<file path="src/rtl/mem_io_router.sv">
// Registered MEM-stage router: decodes each Load/Store once, then steers it to the
// L1 D$, the internal timer/MSIP block, or one of N_EXT external I/O channels.
module mem_io_router #(
    parameter int              AW           = 32,
    parameter int              DW           = 32,
    parameter logic [AW-1:0]   PHY_LO       = 32'h0000_0000,
    parameter logic [AW-1:0]   PHY_HI       = 32'h0FFF_FFFF,
    parameter logic [AW-1:0]   INT_BASE     = 32'hFFFF_0000,
    parameter logic [AW-1:0]   EXT_LO       = 32'hF000_0000,
    parameter int              EXT_WIN_LOG2 = 12,
    parameter int              N_EXT        = 4,
    parameter int              TMO_CYC      = 64
) (
    input  logic                  clk_in,
    input  logic                  reset_in,
    input  logic [1:0]            mode,
    input  logic                  req,
    input  logic [AW-1:0]         req_addr,
    input  logic                  req_rd,
    input  logic                  req_wr,
    input  logic [DW-1:0]         req_wr_data,
    output logic                  ack,
    output logic [DW-1:0]         ack_data,
    output logic                  ack_fault,
    output logic [1:0]            fault_code,
    output logic                  dc_req,
    output logic [AW-1:0]         dc_addr,
    output logic                  dc_rd,
    output logic                  dc_wr,
    output logic [DW-1:0]         dc_wr_data,
    input  logic                  dc_ack,
    input  logic [DW-1:0]         dc_ack_data,
    input  logic                  dc_ack_fault,
    output logic [4:0]            mmr_wr,
    output logic [DW-1:0]         mmr_wr_data,
    input  logic [2*DW-1:0]       mtime,
    input  logic [2*DW-1:0]       mtimecmp,
    input  logic [DW-1:0]         msip_reg,
    output logic [N_EXT-1:0]      io_req,
    output logic [AW-1:0]         io_addr,
    output logic                  io_rd,
    output logic                  io_wr,
    output logic [DW-1:0]         io_wr_data,
    input  logic [N_EXT*DW-1:0]   io_rd_data,
    input  logic [N_EXT-1:0]      io_ack,
    input  logic [N_EXT-1:0]      io_ack_fault
);

    localparam int TW = $clog2(TMO_CYC + 1);

    localparam logic [1:0] FC_NONE   = 2'd0;
    localparam logic [1:0] FC_DECODE = 2'd1;
    localparam logic [1:0] FC_PRIV   = 2'd2;
    localparam logic [1:0] FC_BUS    = 2'd3;

    typedef enum logic [1:0] {IDLE, DC_WAIT, EXT_WAIT, RESP} state_t;

    state_t          state_q;
    logic [TW-1:0]   tmo_q;
    logic [AW-1:0]   addr_q;
    logic [DW-1:0]   wdata_q;
    logic            rd_q;

    logic            rw_bad;
    logic            phy_hit;
    logic [AW-1:0]   int_off;
    logic            int_hit;
    logic [AW-1:0]   ext_off;
    logic [AW-1:0]   ext_idx;
    logic            ext_hit;
    logic [N_EXT-1:0] ext_onehot;
    logic [4:0]      mmr_strobe;
    logic [DW-1:0]   int_rdata;
    logic [DW-1:0]   io_sel_data;
    logic            io_sel_ack;
    logic            io_sel_flt;
    logic            tmo_hit;

    assign rw_bad     = (req_rd == req_wr);
    assign phy_hit    = (req_addr >= PHY_LO) && (req_addr <= PHY_HI);
    assign int_off    = req_addr - INT_BASE;
    assign int_hit    = (int_off[AW-1:5] == '0) && (int_off[1:0] == 2'b00) && (int_off[4:2] <= 3'd4);
    assign ext_off    = req_addr - EXT_LO;
    assign ext_idx    = ext_off >> EXT_WIN_LOG2;
    assign ext_hit    = (req_addr >= EXT_LO) && (ext_idx < AW'(N_EXT));
    assign ext_onehot = N_EXT'(1) << ext_idx[3:0];
    assign mmr_strobe = 5'd1 << int_off[4:2];
    assign tmo_hit    = (tmo_q == TW'(TMO_CYC - 1));

    always_comb begin
        case (int_off[4:2])
            3'd0:    int_rdata = mtime[DW-1:0];
            3'd1:    int_rdata = mtime[2*DW-1:DW];
            3'd2:    int_rdata = mtimecmp[DW-1:0];
            3'd3:    int_rdata = mtimecmp[2*DW-1:DW];
            default: int_rdata = msip_reg;
        endcase
    end

    // io_req is one-hot on the selected channel while waiting, so it doubles as the response mask.
    always_comb begin
        io_sel_data = '0;
        for (int k = 0; k < N_EXT; k++) begin
            if (io_req[k]) io_sel_data = io_sel_data | io_rd_data[k*DW +: DW];
        end
    end
    assign io_sel_ack = |(io_ack & io_req);
    assign io_sel_flt = |(io_ack_fault & io_req);

    assign dc_addr     = addr_q;
    assign io_addr     = addr_q;
    assign dc_wr_data  = wdata_q;
    assign io_wr_data  = wdata_q;
    assign mmr_wr_data = wdata_q;

    always_ff @(posedge clk_in or posedge reset_in) begin
        if (reset_in) begin
            state_q    <= IDLE;
            tmo_q      <= '0;
            addr_q     <= '0;
            wdata_q    <= '0;
            rd_q       <= 1'b0;
            ack        <= 1'b0;
            ack_data   <= '0;
            ack_fault  <= 1'b0;
            fault_code <= FC_NONE;
            dc_req     <= 1'b0;
            dc_rd      <= 1'b0;
            dc_wr      <= 1'b0;
            mmr_wr     <= '0;
            io_req     <= '0;
            io_rd      <= 1'b0;
            io_wr      <= 1'b0;
        end else begin
            case (state_q)
                IDLE: begin
                    if (req) begin
                        addr_q  <= req_addr;
                        wdata_q <= req_wr_data;
                        rd_q    <= req_rd;
                        if (rw_bad) begin
                            ack        <= 1'b1;
                            ack_fault  <= 1'b1;
                            fault_code <= FC_DECODE;
                            state_q    <= RESP;
                        end else if (phy_hit) begin
                            dc_req  <= 1'b1;
                            dc_rd   <= req_rd;
                            dc_wr   <= req_wr;
                            state_q <= DC_WAIT;
                        end else if (int_hit) begin
                            ack     <= 1'b1;
                            state_q <= RESP;
                            if (mode != 2'd3) begin
                                ack_fault  <= 1'b1;
                                fault_code <= FC_PRIV;
                            end else begin
                                ack_data <= req_rd ? int_rdata : '0;
                                mmr_wr   <= req_wr ? mmr_strobe : 5'd0;
                            end
                        end else if (ext_hit) begin
                            io_req  <= ext_onehot;
                            io_rd   <= req_rd;
                            io_wr   <= req_wr;
                            state_q <= EXT_WAIT;
                        end else begin
                            ack        <= 1'b1;
                            ack_fault  <= 1'b1;
                            fault_code <= FC_DECODE;
                            state_q    <= RESP;
                        end
                    end
                end
                DC_WAIT: begin
                    tmo_q <= tmo_q + TW'(1);
                    if (dc_ack || tmo_hit) begin
                        dc_req  <= 1'b0;
                        dc_rd   <= 1'b0;
                        dc_wr   <= 1'b0;
                        ack     <= 1'b1;
                        state_q <= RESP;
                        // A target ack landing on the timeout cycle takes precedence.
                        if (!dc_ack || dc_ack_fault) begin
                            ack_fault  <= 1'b1;
                            fault_code <= FC_BUS;
                        end else begin
                            ack_data <= rd_q ? dc_ack_data : '0;
                        end
                    end
                end
                EXT_WAIT: begin
                    tmo_q <= tmo_q + TW'(1);
                    if (io_sel_ack || io_sel_flt || tmo_hit) begin
                        io_req  <= '0;
                        io_rd   <= 1'b0;
                        io_wr   <= 1'b0;
                        ack     <= 1'b1;
                        state_q <= RESP;
                        if (io_sel_flt || !io_sel_ack) begin
                            ack_fault  <= 1'b1;
                            fault_code <= FC_BUS;
                        end else begin
                            ack_data <= rd_q ? io_sel_data : '0;
                        end
                    end
                end
                RESP: begin
                    ack        <= 1'b0;
                    ack_data   <= '0;
                    ack_fault  <= 1'b0;
                    fault_code <= FC_NONE;
                    mmr_wr     <= '0;
                    tmo_q      <= '0;
                    state_q    <= IDLE;
                end
                default: state_q <= IDLE;
            endcase
        end
    end

endmodule

</file>
<file path="config.mk">
export PLATFORM = sky130hd
export DESIGN_NAME = mem_io_router
export DESIGN_NICKNAME = d
export VERILOG_FILES = /design/src/rtl/mem_io_router.sv
export SDC_FILE = /design/constraint.sdc
export NUM_CORES = 1
export LEC_CHECK = 0
export CORE_AREA = 2 2 236 238
export DETAILED_ROUTE_END_ITERATION = 16
export DIE_AREA = 0 0 238 240
export GPL_ROUTABILITY_DRIVEN = 0
export PLACE_DENSITY_LB_ADDON = 0.15
export SLEW_MARGIN = 5
export SYNTH_ARGS = -nofsm -noshare
export SYNTH_HDL_FRONTEND = slang
export SYNTH_SLANG_ARGS = --single-unit
</file>
<file path="constraint.sdc">
create_clock -name clk_in -period 8.5 [get_ports clk_in]
set_clock_uncertainty 0.1 [all_clocks]
set_input_delay 1.7 -clock clk_in [delete_from_list [all_inputs] [get_ports clk_in]]
set_output_delay 1.7 -clock clk_in [all_outputs]
set_load 0.02 [all_outputs]
</file>
==> results.py <==
metrics = {
    "outcome": {
        "outcome": "finished clean",
    },
    "global_route": {
        "grt_antenna_before_repair": 4,
        "grt.total_usage": 0.149,
        "grt_pass1_wl_mm": 61.7,
        "grt_pass1_vias": 8985,
        "grt_max_degree": 71,
        "overflow": 0,
    },
    "synth": {
        "synth_cells": 878,
        "yosysUniqueCellTypes": 52,
        "ys_seq_area_frac": 0.358,
        "syn-cell-area_um2": 8670,
        "synth_common_cells": "131 x a22oi_1, 124 x dfrtp_1, 96 x buf_4",
        "yosysWarnings": 0,
        "synth_most_common_cell": "a22oi_1",
        "synthFlopType": "dfrtp_1",
        "synth_edf_count": 0,
        "synth_area_leaders": "dfrtp_1 36%, a22oi_1 11%, mux2_2 8.6%",
        "syn-num-nets": 1287,
        "post-synth-top-area-fraction": 0.358,
        "postSynth.asyncResetShare": 1.00,
        "synth_seq_cells": 124,
        "yosysTopAreaCell": "dfrtp_1",
        "syn_avg_cell_area_um2": 9.87,
    },
    "clock_network": {
        "cts_resized": 0,
        "cts.sinks": 124,
        "cts_hold_buf": 0,
        "path_clk_slew_ns": 0.07,
        "cts_buffers": 17,
        "cts_tree": "done",
        "htreeDepth": 4,
        "cts_buffer_depth": 2,
        "clkLatencyLatePin_ns": 0.45,
        "post_cts_buffers": 0,
        "cts_root_buf": "clkbuf_16",
    },
    "layout": {
        "drive_gt1_frac": 0.134,
        "final-seq-area_um2": 3110,
        "nets": 1773,
        "n_fill_cell": 5801,
        "multi_input_area_um2": 4470,
        "syn_to_final_growth_pct": 77.3,
    },
    "route": {
        "first_pass_iters": 5,
        "vias": 8787,
        "first_iter_violations": 396,
        "viasPerCell": 4.22,
        "drc_errors": 0,
        "ant_nets": 0,
        "drt-total-wl_mm": 44.3,
        "post_drt_wl_per_cell_um": 21.3,
    },
    "timing": {
        "worst_pin_slew_ns": 1.01,
        "fin_tns_setup_ns": 0,
        "period_share": 0.572,
        "postLayoutSetupSlackWorst_ns": 3.64,
        "maxSlewHeadroom": 0.320,
        "grt_setup_unrepaired": "no",
        "drv_slew": 0,
        "fin_crit_ns": 4.86,
        "hold_viol_final": 0,
        "fmax_ghz": 0.206,
        "setup_violations": 0,
    },
    "setup_path": {
        "path_class": "input port to flop",
        "cp_slowest_stage_delay_ns": 0.62,
        "crit_chain": "clkdlybuf4s50_1 -> or4_1 -> or4_1 -> nor4_1 -> nand4_1 -> a21oi_1 -> mux2_2",
        "cp.required_ns": 8.73,
        "cp_top_family": "simple AND/OR/NAND/NOR gates",
        "end_kind": "flop",
        "crit_fanout": 11,
        "path_buf_inv": 1,
        "cpMostUsedCell": "or4_1",
        "worstPathArrival_ns": 5.09,
        "startpoint_type": "input port",
        "cp_slowest_cell": "a21oi_1",
    },
    "die": {
        "die_h_um": 240,
        "initial_core_util": 0.159,
        "core_um2": 54700,
        "core.rowCount": 86,
        "die_w_um": 238,
        "dieArea_um2": 57100,
        "ios": 611,
    },
    "placed_design": {
        "dp_hpwl_mm": 34.8,
        "pre_cts_slack_ns": 3.17,
        "portBuffers": 610,
    },
    "min_path": {
        "hold_class": "flop to flop",
    },
    "power_and_ir_drop": {
        "leakage_nw": 6.05,
        "vdd_drop_max_v": 0.000157,
        "power_density_nw_per_um2": 322,
    },
    "flow_run": {
        "maxCapViolCount": 0,
    },
}
[path summary, 6_finish.rpt]
path / from / endpoint / slack [ns] / cells past startpoint
worst max-delay path: req_addr[20] / io_req[0] / 3.64 / 7
worst min-delay path: ack / ack / 0.39 / 2
worst max register to register: state_q[0] / ack_data[23] / 4.94 / 9
worst min register to register: ack / ack / 0.39 / 2
max in group asynchronous: reset_in / io_req[3] / 5.40 / 3
min in group asynchronous: reset_in / dc_wr_data[9] / 1.64 / 2
[layout by cell type (no fill, tap or decap), types with 4 or more instances in the layout]
cell type and n:
mux2_4 30, nor3_1 6, a21oi_1 22, inv_6 4
clkbuf_16 17, buf_4 17, o22ai_1 18, nor4_1 8
a31oi_1 5, nor2_1 14, clkdlybuf4s50_1 608, clkinv_2 6
xnor2_1 7, nand2_1 79, a22oi_1 131, dfrtp_1 120
mux2i_1 26, mux2_2 66, nor2b_1 4, nand2b_1 6
dfrtp_2 4, nand4_1 10, ha_1 6, nand3b_1 4
nand4b_1 4, o21ai_0 51, nand3_1 10, inv_1 32
mux4_2 17
[tightest hold or removal path, delay by kind of cell, from the launching register on]
| kind | cells | cell delay, ns |
|---|---|---|
| DFF | 1 | 0.35 |
| and+or+nand+nor | 1 | 0.05 |
| AOI/OAI and AO/OA | 1 | 0.06 |
[flip-flops by register name (all words and copies together), names as in the netlist]
signal / flops
ack: 1
rd_q: 1
dc_wr_data: 32
ack_data: 32
dc_req: 1
state_q: 2
mmr_wr: 5
io_req: 4
dc_rd: 1
io_rd: 1
io_wr: 1
fault_code: 2
dc_addr: 32
dc_wr: 1
tmo_q: 7
ack_fault: 1
[power breakdown]
group,leakage (nW),internal [mW],switching (mW)
clock network,0.276,0.409,0.302
logic,4.23,1.51,1.61
registers,1.55,0.861,0.258
total,6.05,2.78,2.17
[kinds of logic after synthesis]
group | synth area share
mux | 0.212
xor+xnor | 0.00910
compound gates | 0.184
simple gates | 0.0973
buf+inv | 0.128
flops | 0.358
fa+ha+maj | 0.0115
[per-layer routing]
metal,vias up,track usage,wire (um)
li1,4119,-,-
met3,36,0.0356,2480
met2,325,0.265,23000
met1,4303,0.179,18100
met5,-,0,23
met4,4,0.0411,778
[stage by stage]
stage          total power, mW  instances   util  hold slack, ns  cell area (um2)
2_1_floorplan             3.00        878      -           0.372             8670
3_3_place_gp              4.30       2049  0.271           0.370            14800
3_5_place_dp              4.31       2049  0.271           0.387            14800
4_1_cts                   5.06       2081  0.281           0.403            15400
5_1_grt                   5.26       2081  0.281           0.424            15400
6_report                  4.95       2082  0.281           0.391            15400
[final cells by class]
type                            instances  share of cell area
Timing Repair Buffer                  627               0.405
Multi-Input combinational cell        561               0.291
Sequential cell                       124               0.202
Tap cell                              704              0.0573
Clock buffer                           18              0.0286
Inverter                               33             0.00838
Clock inverter                         14             0.00773
Antenna cell                            1            0.000163
(Power assumes the default switching activity.)
